`src/rtl/tx_arb_pkg.sv`:
```
// Shared types and helpers for the tx_arb_mux packet arbiter.
// Holds the FSM encoding, arbitration mode constants and width derivations.
// No logic; imported by tx_arb_sel and tx_arb_mux.
package tx_arb_pkg;

    typedef enum logic {
        ST_IDLE = 1'b0,
        ST_BUSY = 1'b1
    } arb_state_t;

    localparam int ARB_FIXED = 0;
    localparam int ARB_RR    = 1;

    function automatic int calc_mty_w(input int data_w);
        int w;
        w = $clog2(data_w / 8);
        return (w < 1) ? 1 : w;
    endfunction

    function automatic int calc_ch_w(input int n_ch);
        int w;
        w = $clog2(n_ch);
        return (w < 1) ? 1 : w;
    endfunction

endpackage

```
`src/rtl/tx_arb_sel.sv`:
```
// Combinational winner select over a request vector (fixed priority or round robin from rr).
// Latency: 0 cycles, purely combinational.
// Backpressure: none; the caller qualifies the result with downstream readiness.
module tx_arb_sel
    import tx_arb_pkg::*;
#(
    parameter  int N_CH = 2,
    localparam int CH_W = calc_ch_w(N_CH)
) (
    input  logic [N_CH-1:0] req,
    input  logic [CH_W-1:0] rr,
    input  logic            mode,
    output logic [CH_W-1:0] idx,
    output logic            found
);

    int pos;

    // Scan candidates in priority order; in round robin the order starts at rr and wraps.
    always_comb begin
        idx   = '0;
        found = 1'b0;
        pos   = 0;
        for (int i = 0; i < N_CH; i++) begin
            pos = mode ? ((int'(rr) + i) % N_CH) : i;
            for (int j = 0; j < N_CH; j++) begin
                if (!found && (j == pos) && req[j]) begin
                    found = 1'b1;
                    idx   = CH_W'(j);
                end
            end
        end
    end

endmodule

```
`src/rtl/tx_arb_mux.sv`:
```
// Packet-atomic N_CH:1 stream mux; optional protocol checks under TX_ARB_ERR_CHK_EN (adds err_pulse).
// Latency: 1 clk from input acceptance to out_* (single output register stage).
// Backpressure: out_* hold while out_vld && !out_rdy; in_rdy is 0 until the output stage can advance.
module tx_arb_mux
    import tx_arb_pkg::*;
#(
    parameter  int N_CH     = 2,
    parameter  int DATA_W   = 32,
    parameter  int ARB_MODE = ARB_FIXED,
    localparam int MTY_W    = calc_mty_w(DATA_W),
    localparam int CH_W     = calc_ch_w(N_CH)
) (
    input  logic                   clk,
    input  logic                   rst,
    input  logic [N_CH*DATA_W-1:0] in_data,
    input  logic [N_CH-1:0]        in_sop,
    input  logic [N_CH-1:0]        in_eop,
    input  logic [N_CH-1:0]        in_vld,
    input  logic [N_CH*MTY_W-1:0]  in_mty,
    output logic [N_CH-1:0]        in_rdy,
    output logic [DATA_W-1:0]      out_data,
    output logic                   out_sop,
    output logic                   out_eop,
    output logic                   out_vld,
    output logic [MTY_W-1:0]       out_mty,
    input  logic                   out_rdy,
    output logic [CH_W-1:0]        out_ch
`ifdef TX_ARB_ERR_CHK_EN
    ,
    output logic                   err_pulse
`endif
);

    arb_state_t        state;
    logic [CH_W-1:0]   g;
    logic [CH_W-1:0]   rr;

    logic [CH_W-1:0]   win_idx;
    logic              win_found;
    logic              can_adv;

    logic [CH_W-1:0]   sel_ch;
    logic [DATA_W-1:0] sel_data;
    logic [MTY_W-1:0]  sel_mty;
    logic              sel_sop;
    logic              sel_eop;
    logic              sel_vld;
    logic              fwd;
    logic              fwd_eop;
    logic              sop_err;

    function automatic logic [CH_W-1:0] next_ch(input logic [CH_W-1:0] c);
        if (int'(c) == N_CH - 1) return '0;
        return c + 1'b1;
    endfunction

    assign can_adv = !out_vld || out_rdy;

    tx_arb_sel #(.N_CH(N_CH)) u_sel (
        .req   (in_vld & in_sop),
        .rr    (rr),
        .mode  (1'(ARB_MODE == ARB_RR)),
        .idx   (win_idx),
        .found (win_found)
    );

`ifdef TX_ARB_ERR_CHK_EN
    logic [CH_W-1:0] drain_idx;
    logic            drain_found;
    logic            drain_vld;

    // Headless words only get flushed when no legal sop is waiting.
    tx_arb_sel #(.N_CH(N_CH)) u_drain_sel (
        .req   (in_vld & ~in_sop),
        .rr    ('0),
        .mode  (1'b0),
        .idx   (drain_idx),
        .found (drain_found)
    );

    assign drain_vld = (state == ST_IDLE) && !win_found && drain_found;
    assign sop_err   = (state == ST_BUSY) && sel_sop;
`else
    assign sop_err   = 1'b0;
`endif

    always_comb begin
        sel_ch   = (state == ST_IDLE) ? win_idx : g;
        sel_data = '0;
        sel_mty  = '0;
        sel_sop  = 1'b0;
        sel_eop  = 1'b0;
        sel_vld  = 1'b0;
        for (int k = 0; k < N_CH; k++) begin
            if (CH_W'(k) == sel_ch) begin
                sel_data = in_data[k*DATA_W +: DATA_W];
                sel_mty  = in_mty[k*MTY_W +: MTY_W];
                sel_sop  = in_sop[k];
                sel_eop  = in_eop[k];
                sel_vld  = in_vld[k];
            end
        end
    end

    assign fwd     = can_adv && ((state == ST_IDLE) ? win_found : sel_vld);
    assign fwd_eop = sel_eop || sop_err;

    always_comb begin
        in_rdy = '0;
        for (int k = 0; k < N_CH; k++) begin
            if (state == ST_BUSY)
                in_rdy[k] = (g == CH_W'(k)) && can_adv;
            else
                in_rdy[k] = win_found && (win_idx == CH_W'(k)) && can_adv;
`ifdef TX_ARB_ERR_CHK_EN
            if (drain_vld && (drain_idx == CH_W'(k)))
                in_rdy[k] = 1'b1;
`endif
        end
        if (rst)
            in_rdy = '0;
    end

    always_ff @(posedge clk) begin
        if (rst) begin
            state    <= ST_IDLE;
            g        <= '0;
            rr       <= '0;
            out_vld  <= 1'b0;
            out_sop  <= 1'b0;
            out_eop  <= 1'b0;
            out_data <= '0;
            out_mty  <= '0;
            out_ch   <= '0;
`ifdef TX_ARB_ERR_CHK_EN
            err_pulse <= 1'b0;
`endif
        end else begin
`ifdef TX_ARB_ERR_CHK_EN
            err_pulse <= drain_vld || (fwd && sop_err);
`endif
            if (fwd) begin
                out_vld  <= 1'b1;
                out_data <= sel_data;
                out_sop  <= sel_sop;
                out_eop  <= fwd_eop;
                out_mty  <= sel_mty;
                out_ch   <= sel_ch;
                g        <= sel_ch;
                // A single-word packet never leaves IDLE, so back-to-back grants are possible.
                if (fwd_eop) begin
                    state <= ST_IDLE;
                    if (ARB_MODE == ARB_RR)
                        rr <= next_ch(sel_ch);
                end else begin
                    state <= ST_BUSY;
                end
            end else if (out_rdy) begin
                out_vld <= 1'b0;
            end
        end
    end

endmodule

```
`config.mk`:
```
export PLATFORM = sky130hd
export DESIGN_NAME = tx_arb_mux
export DESIGN_NICKNAME = d
export VERILOG_FILES = /design/src/rtl/tx_arb_pkg.sv /design/src/rtl/tx_arb_sel.sv /design/src/rtl/tx_arb_mux.sv
export SDC_FILE = /design/constraint.sdc
export NUM_CORES = 1
export LEC_CHECK = 0
export BUFFER_PORTS_ARGS = -buffer_cell sky130_fd_sc_hd__clkbuf_2
export CAP_MARGIN = 15
export CELL_PAD_IN_SITES_DETAIL_PLACEMENT = 1
export CELL_PAD_IN_SITES_GLOBAL_PLACEMENT = 2
export CORE_UTILIZATION = 24
export CTS_CLUSTER_DIAMETER = 60
export CTS_CLUSTER_SIZE = 8
export DETAILED_ROUTE_END_ITERATION = 8
export PLACE_DENSITY = 0.88
export SLEW_MARGIN = 20
export SYNTH_ARGS = -nofsm -noshare
export SYNTH_HDL_FRONTEND = slang
export SYNTH_SLANG_ARGS = --single-unit
```
`constraint.sdc`:
```
create_clock -name clk -period 2.1 [get_ports clk]
set_clock_uncertainty 0.1 [all_clocks]
set_input_delay 0.21 -clock clk [delete_from_list [all_inputs] [get_ports clk]]
set_output_delay 0.21 -clock clk [all_outputs]
set_load 0.02 [all_outputs]
```
==> results of run 1 <==
[sequential cells by signal, summed over array words and instances (netlist names)]
signal,cells
out_data,32
out_mty,2
g,1
out_eop,1
out_sop,1
out_vld,1
state,1
[cell usage after synthesis, types with 3 or more instances]
master    number  area [sq um]
buf_4          4         30.03
a21oi_1       20         100.1
mux2i_1       37         370.4
dfxtp_1       39         780.8
buf_6          4         45.04
nor2_1        20         75.07
o21ai_0       18         90.09
a211oi_2      18         225.2
nand2_1        3         11.26
clkbuf_1       4         15.01
[critical path: cells and delay by family (launching register included)]
family / cells / cell delay, ps
buf+inv: 1 / 380
flops: 1 / 420
simple gates: 1 / 100
compound gates: 2 / 500
mux: 1 / 170
[power groups by stage]
stage,Clock [W],Combinational [W],Sequential (W)
after CTS,0.000779,0.000706,0.000903
after global placement,0,0.000687,0.000915
after global routing,0.000796,0.000758,0.000917
after floorplan,0,0.000361,0.00104
final,0.000739,0.000693,0.000901
after detailed placement,0,0.000705,0.000919
[kinds of logic after synthesis]
family	count (synthesis)	synth area share, %
AO/OA/AOI/OAI	62	24.80
AND/OR/NAND/NOR	30	6.889
buffers and inverters	19	7.939
multiplexers	37	19.42
flip-flops	39	40.94
[routing by layer]
metal	vias to the layer above	wire length, microns
li1	902	-
met1	800	2123
met5	-	0
met4	0	46
met3	7	447
met2	80	2367
[through the flow]
step                total power (W)  area, sq um  setup WS [ps]
global route               0.002471         2680          224.7
detailed placement         0.001624         2547          335.3
CTS                        0.002388         2680          294.3
floorplan                  0.001399         1907          201.3
global placement           0.001602         2547          362.1
finish                     0.002333         2680          344.4
[worst max path at each step]
| stage | startpoint | end | slack (ps) | cells after the start |
|---|---|---|---|---|
| finish | g | out_data[15] | 340 | 5 |
| floorplan | state | in_rdy[1] | 200 | 5 |
| global placement | in_vld[0] | state | 360 | 6 |
| global route | state | out_data[16] | 220 | 5 |
| CTS | state | in_rdy[1] | 290 | 3 |
| detailed placement | in_vld[0] | out_data[7] | 340 | 6 |
[final cells by class]
class | instances | area, sq um
clock buffers | 6 | 72.57
clock inverters | 2 | 60.06
fillers | 926 | 5007
inverters | 2 | 7.507
multi-input cells | 129 | 991.0
flip-flops and latches | 39 | 780.7
well taps | 102 | 127.6
repair buffers | 124 | 640.6
==> summary.txt, run 1 <==
Pwr
  – VDD IR max: 0.0002790 V
  – Clock network fraction of total power: 31.7%
  – Leak: 1.218 nW
  – Power Internal: 0.001595 W
  – Comb power frac: 29.7%
  – Switch share: 31.64%
  – Switching power: 0.0007383 W
  – PwrDens: 870.6 nW/um^2
  – Share of power burned in registers: 38.6%

Clock network
  – Worst-path clk slew: 70 ps
  – H-tree Lvls: 2
  – CTS tree: built
  – CTS sink count: 39
  – Post-CTS setup buffers: 0
  – TritonCTS buffer count: 5
  – Clock Latency Late Sink: 280 ps
  – Root Driver: clkbuf_8
  – Post-CTS Resized: 0
  – CTS Buffer Depth: 2
  – Hold_buf cts: 0

STA
  – Setup violators final: 0
  – Rel. slew slack: 61.86%
  – RSZ-0062 raised after global routing: no
  – Final Max Tran Viols: 0
  – Fin crit share: 83.60%
  – Setup TNS: 0 ps
  – Transition time of the tightest slew-check pin: 571.4 ps
  – Fmax: 0.5696 GHz
  – Min Tclk post-route: 1756 ps
  – Fin. Hold Viols: 0
  – Hold slack: 66.86 ps

Die
  – Initial Util: 24.80%
  – Die X: 91.14 microns
  – Cell Rows: 32
  – Die area: 8306 sq um
  – Die H: 91.14 microns
  – I/O pin count: 117
  – Core Area: 7687 sq um

Routing
  – Via count: 1789
  – DR iter-0 viols: 61
  – Antenna Nets Post-Route: 0
  – Drt total wl: 4.984 mm
  – DRT Pass-1 Iters: 3
  – Avg Vias per Cell: 4.428
  – DRC: 0
  – DR WL/cell: 12.34 microns

Critical path
  – CP endpoint kind: flop
  – CP max FO: 30
  – R2R Path End: out_data[15]
  – Slowest stage delay, CP: 420 ps
  – CP Class: reg2reg
  – CP cell instances: mux2i_1, a211oi_4, buf_4, nor2_1, a211oi_2
  – Reg-to-Reg Start: g
  – Worst EP required: 2210 ps
  – CP arrival: 1870 ps
  – CP max-delay cell: dfxtp_1
  – R2R depth: 5
  – CP Launch Type: flop
  – R2r setup slk: 340 ps

Global route
  – First-pass GRT wire length: 8.362 mm
  – Initial antenna violation count: 0
  – GRT Max-Usage Layer: met2
  – Largest net degree at the start of global routing: 31
  – Met1 GRT Util: 13.56%
  – M2 GR Usage: 22.47%
  – GRT Overall Usage: 12.35%
  – Grt met3 use: 4.104%
  – Vias in the first global route: 1844
  – Gr ovfl total: 0

Synth
  – Syn Nets: 264
  – Syn_area_per_cell: 10.20 sq um
  – Synth Register Bits: 39
  – Post-synth EDFFs: 0
  – Mapped Area: 1907 sq um
  – Sequential area share after synthesis: 40.94%
  – Yosys warns: 0
  – Fraction of registers with async set/reset: 0%
  – Syn Inst Count: 187
  – Top FF cell, synth: dfxtp_1
  – Distinct cells, synth: 24

Worst hold path
  – Worst Hold Class: in2reg
  – Hold EP: g
  – Hold Path Origin: rst
  – Hold path depth: 2

Status
  – Outcome: completed

Layout
  – Most frequent cells in the layout: clkbuf_2, dfxtp_1, mux2i_1, a21oi_1, nor2_1
  – Area delta synth->final: 40.55%
  – Antenna cells: 0
  – Most common cell after layout, fill and taps aside: clkbuf_2
  – Nets: 378
  – Core Util, Final: 34.86%
  – Post-route insts no fill: 404
  – Proportion of layout cells with a drive suffix above 1: 50.33%

Place
  – Gpl congestion: 0.7554
  – Port Buffers: 116
  – Placed insts: 396
  – HPWL Detailed: 3.973 mm

Run
  – MaxCap Viol Count: 0
No activity file was read; power rests on OpenSTA's default activity.
==> inputs of run 2 (changes only) <==
--- a/config.mk
+++ b/config.mk
@@ -9,11 +9,11 @@
 export CAP_MARGIN = 15
 export CELL_PAD_IN_SITES_DETAIL_PLACEMENT = 1
 export CELL_PAD_IN_SITES_GLOBAL_PLACEMENT = 2
-export CORE_UTILIZATION = 24
+export CORE_UTILIZATION = 21
 export CTS_CLUSTER_DIAMETER = 60
 export CTS_CLUSTER_SIZE = 8
 export DETAILED_ROUTE_END_ITERATION = 8
-export PLACE_DENSITY = 0.88
+export PLACE_DENSITY = 0.83
 export SLEW_MARGIN = 20
 export SYNTH_ARGS = -nofsm -noshare
 export SYNTH_HDL_FRONTEND = slang
==> constraint.sdc (replaced) <==
create_clock -name clk -period 1.5 [get_ports clk]
set_clock_uncertainty 0.1 [all_clocks]
set_input_delay 0.15 -clock clk [delete_from_list [all_inputs] [get_ports clk]]
set_output_delay 0.15 -clock clk [all_outputs]
set_load 0.02 [all_outputs]
==> run 2 against run 1 <==
The flow now finishes with violations (setup timing). Setup slack got worse by 540 ps. Sequential power up 41%. Maximum frequency is 3.6% higher. Sequential share of layout area is 5.8 points lower. Combinational power increased by 130%. Non-clock buffer count is 32 higher. Total power grew 52%. Largest power group is now combinational cells. Sequential cell count stayed put. Critical path type unchanged. First-iteration DRC count shrank 4.9%. Clock-buffer cell count down 1. Global-route usage rose by 1.6 points.
==> summary.txt, run 2 (synthesis results as in run 1) <==
Status
  – Outcome: finished, violations left
  – Failing checks: setup timing

Die
  – Die area: 9465 sq um
  – I/O pin count: 117
  – Die X: 97.29 microns
  – Initial Util: 21.76%
  – Die H: 97.29 microns
  – Core Area: 8763 sq um
  – Cell Rows: 34

Critical path
  – CP arrival: 1820 ps
  – CP endpoint kind: flop
  – CP Launch Type: flop
  – CP max FO: 7
  – CP Class: reg2reg
  – Worst EP required: 1620 ps
  – R2r setup slk: -190 ps

STA
  – Rel. slew slack: 49.49%
  – Setup ws final: -194.9 ps
  – Fin crit share: 113.0%
  – Final Max Tran Viols: 0
  – Fmax: 0.5900 GHz
  – RSZ-0062 raised after global routing: yes
  – Fin. Hold Viols: 0
  – Setup violators final: 39
  – Transition time of the tightest slew-check pin: 756.8 ps
  – Setup TNS: -4939 ps
  – Min Tclk post-route: 1695 ps
  – Hold slack: 32.74 ps

Routing
  – DR WL/cell: 15.00 microns
  – Antenna Nets Post-Route: 0
  – Via count: 1965
  – Avg Vias per Cell: 4.446
  – Drt total wl: 6.630 mm
  – DRT Pass-1 Iters: 4
  – DRC: 0
  – DR iter-0 viols: 58

Layout
  – Post-route insts no fill: 442
  – Biggest regs: out_data x32, out_mty x2
  – Most flops, register: out_data
  – Proportion of layout cells with a drive suffix above 1: 63.77%
  – Nets: 410
  – Core Util, Final: 38.48%
  – Antenna cells: 0
  – Most frequent cells in the layout: clkbuf_2, dfxtp_1, mux2i_1, nor2_1, a211oi_2
  – Area delta synth->final: 76.84%
  – Largest register FFs: 32
  – Most common cell after layout, fill and taps aside: clkbuf_2

Clock network
  – H-tree Lvls: 2
  – CTS tree: built
  – CTS Buffer Depth: 2
  – TritonCTS buffer count: 5
  – Root Driver: clkbuf_8
  – CTS sink count: 39
  – Clock Latency Late Sink: 290 ps
  – Worst-path clk slew: 80 ps
  – Hold_buf cts: 0

Place
  – Placed insts: 414
  – Port Buffers: 116
  – HPWL Detailed: 4.204 mm
  – Placement Setup Slack: -129.7 ps
  – Gpl congestion: 0.7046

Global route
  – Largest net degree at the start of global routing: 21
  – First-pass GRT wire length: 10.49 mm
  – Initial antenna violation count: 0
  – GRT Overall Usage: 13.93%
  – Vias in the first global route: 2117
  – Gr ovfl total: 0

Run
  – MaxCap Viol Count: 0

Worst hold path
  – Worst Hold Class: in2reg

Pwr
  – VDD IR max: 0.0003914 V
  – PwrDens: 1054 nW/um^2
  – Leak: 1.506 nW
## run 2: area by class of cell
cell class	instances	area, sq um
fillers	1025	5391
repair buffers	156	1209
multi-input cells	129	1151
flip-flops and latches	39	785.8
well taps	108	135.1
clock buffers	5	68.82
clock inverters	3	15.01
inverters	2	7.507
## run 2: final timing paths
| path | start | cells past startpoint | to |
|---|---|---|---|
| worst min-delay path | in_data[1] | 3 | out_data[1] |
| worst max-delay path | state | 8 | out_data[25] |
| worst min register to register | out_sop | 1 | out_sop |
| worst max register to register | state | 8 | out_data[25] |
## run 2: layer usage
layer | GRT usage, % | vias to the layer above | part of all wire (%)
met5 | 0 | - | 0
met3 | 4.532 | 2 | 7.5
li1 | - | 975 | -
met1 | 15.31 | 907 | 41
met4 | 3.507 | 0 | 0.50
met2 | 25.68 | 81 | 51
## run 2: repair_timing
action | in CTS | in global routing
pin swaps | 2 | 18
gates cloned | 8 | 3
resized for setup | 26 | 47
setup endpoints to repair | 39 | 39
setup buffers | 9 | 3
## run 2: per-stage QoR
step	total power, W	area [sq um]
after CTS	0.003483	3182
after global placement	0.002321	2709
final	0.003553	3372
after global routing	0.003768	3372
after detailed placement	0.002351	2709
after floorplan	0.001976	1949
## run 2: power by group
group          switching [W]  internal, W  total, W
clock               0.000388     0.000319  0.000707
combinational       0.000769     0.000804   0.00157
sequential         0.0000871      0.00119   0.00127
total                0.00124      0.00231   0.00355
## run 2: worst max-delay path: stages, from the launching register on
cell	delay (ps)
dfxtp_4	360
buf_6	130
buf_6	120
a211oi_4	250
buf_12	190
buf_12	150
buf_16	120
o21ai_2	50
a21oi_1	150
==> inputs of run 3 (changes only) <==
--- a/config.mk
+++ b/config.mk
@@ -9,11 +9,13 @@
 export CAP_MARGIN = 15
 export CELL_PAD_IN_SITES_DETAIL_PLACEMENT = 1
 export CELL_PAD_IN_SITES_GLOBAL_PLACEMENT = 2
+export CORE_MARGIN = 2
 export CORE_UTILIZATION = 21
 export CTS_CLUSTER_DIAMETER = 60
 export CTS_CLUSTER_SIZE = 8
 export DETAILED_ROUTE_END_ITERATION = 8
 export PLACE_DENSITY = 0.83
+export REMOVE_ABC_BUFFERS = 1
 export SLEW_MARGIN = 20
 export SYNTH_ARGS = -nofsm -noshare
 export SYNTH_HDL_FRONTEND = slang
==> run 3 against run 2 <==
The flow still finishes with violations (setup timing). Sequential power is essentially flat. Global-route usage shrank 1.5 points. Wire length grew 5.2%. Combinational power is essentially flat. Setup slack gained 16 ps. Die area grew 4.2%. Critical path type unchanged. Largest cell class unchanged.
==> summary.txt, run 3 (synthesis results as in run 1) <==
Status
  – Failing checks: setup timing
  – Outcome: finished, violations left

Layout
  – Most common cell after layout, fill and taps aside: clkbuf_2
  – Most frequent cells in the layout: clkbuf_2, dfxtp_1, mux2i_1, buf_4, a21oi_1
  – Core Util, Final: 38.81%
  – Antenna cells: 0
  – Post-route insts no fill: 446
  – Nets: 414
  – Largest register FFs: 32
  – Biggest regs: out_data x32, out_mty x2
  – Area delta synth->final: 78.35%
  – Proportion of layout cells with a drive suffix above 1: 66.86%
  – Most flops, register: out_data

Clock network
  – CTS sink count: 39
  – Root Driver: clkbuf_8
  – TritonCTS buffer count: 5
  – H-tree Lvls: 2
  – Clock Latency Late Sink: 290 ps
  – Hold_buf cts: 0
  – CTS tree: built
  – CTS Buffer Depth: 2
  – Worst-path clk slew: 80 ps

STA
  – Fmax: 0.5956 GHz
  – Setup violators final: 39
  – Min Tclk post-route: 1679 ps
  – Fin. Hold Viols: 0
  – Final Max Tran Viols: 0
  – Transition time of the tightest slew-check pin: 724.4 ps
  – Fin crit share: 111.9%
  – RSZ-0062 raised after global routing: yes
  – Setup ws final: -179.1 ps
  – Rel. slew slack: 51.65%

Global route
  – Initial antenna violation count: 0
  – Largest net degree at the start of global routing: 21
  – GRT Overall Usage: 12.47%
  – Gr ovfl total: 0
  – First-pass GRT wire length: 9.942 mm
  – Vias in the first global route: 2075

Place
  – Placement Setup Slack: -260.5 ps
  – Gpl congestion: 0.7040
  – Placed insts: 419
  – Port Buffers: 116
  – HPWL Detailed: 4.282 mm

Die
  – I/O pin count: 117
  – Die H: 99.29 microns
  – Cell Rows: 34
  – Die X: 99.29 microns
  – Initial Util: 21.76%
  – Die area: 9859 sq um
  – Core Area: 8763 sq um

Critical path
  – CP max FO: 8
  – CP endpoint kind: flop
  – Slowest stage delay, CP: 360 ps
  – CP Launch Type: flop
  – CP arrival: 1770 ps
  – CP max-delay cell: dfxtp_4
  – CP cell instances: mux2i_4, a211oi_4, buf_8, buf_12, nor3b_2, a31o_2
  – R2R depth: 6
  – Worst EP required: 1590 ps
  – CP Class: reg2reg

Routing
  – Routed met1 length: 2.920 mm
  – DR iter-0 viols: 18
  – Drt total wl: 6.972 mm
  – DRC: 0
  – Via count: 2026
  – Met2 Wirelength: 3.462 mm
  – DR WL/cell: 15.63 microns
  – Antenna Nets Post-Route: 0
  – Avg Vias per Cell: 4.543
  – Metal3 WL: 550 microns
  – Top sig layer: met4
  – DRT Pass-1 Iters: 4

Pwr
  – VDD IR max: 0.0003984 V
  – Leak: 1.527 nW
  – PwrDens: 1067 nW/um^2
  – Total power draw: 0.003629 W

Worst hold path
  – Worst Hold Class: in2reg
  – Hold path depth: 3

Run
  – MaxCap Viol Count: 0
-- run 3: changes by cell type in the layout (fill, tap and decap cells not counted), moves of 3 or more --
cell       delta
o21ai_0       -4
nor2_1       -11
a21oi_2       -5
nor2_2        +7
a21oi_1       +6
buf_4         +8
nor2_4        +4
clkinv_2      -3
o21ai_2       +3
clkbuf_16     +3
-- run 3: cell type report --
cell class                 count  area [sq um]
tap                          108         135.1
sequential                    39         788.3
inverter                       2         7.507
timing repair buffer         160          1209
clock buffer                   8         100.1
fill                        1018          5363
multi-input combinational    129          1161
-- run 3: final timing paths --
path	slack, ps	startpoint	endpoint
hold reg to reg	410	out_sop	out_sop
setup / recovery	-180	g	state
hold / removal	40	in_mty[0]	out_mty[0]
setup reg to reg	-180	g	state
-- run 3: layer usage --
layer  up-vias  track usage (%)
li1        990                -
met2        94            22.14
met4         0            2.845
met3         5            3.373
met1       937            15.00
met5         -                0
-- run 3: worst max-delay path, delay by kind of cell, from the launching register on --
family / cells / cell delay [ps]
simple gates: 1 / 40
compound gates: 2 / 510
buf+inv: 2 / 360
flops: 1 / 360
mux: 1 / 200
-- run 3: power breakdown --
| part | internal, W | total (W) | switching (W) |
|---|---|---|---|
| sequential | 0.00119 | 0.00129 | 0.000106 |
| clock | 0.000420 | 0.000789 | 0.000369 |
| combinational | 0.000776 | 0.00155 | 0.000772 |
-- run 3: through the flow --
step           cell area, sq um  setup TNS [ps]  hold WS (ps)
3_5_place_dp               2733           -7715         339.9
3_3_place_gp               2733           -5042         338.5
2_1_floorplan              1763          -84850         114.6
5_1_grt                    3401           -6590         49.11
6_report                   3401           -4337         41.63
4_1_cts                    3123           -3279         34.29
-- run 3: what timing repair did --
item,CTS,global route
gates cloned,5,6
pin swaps,2,18
endpoints found under the setup margin,39,39
endpoints found under the hold margin,0,0
setup buffers,8,2
gates resized for setup,37,49
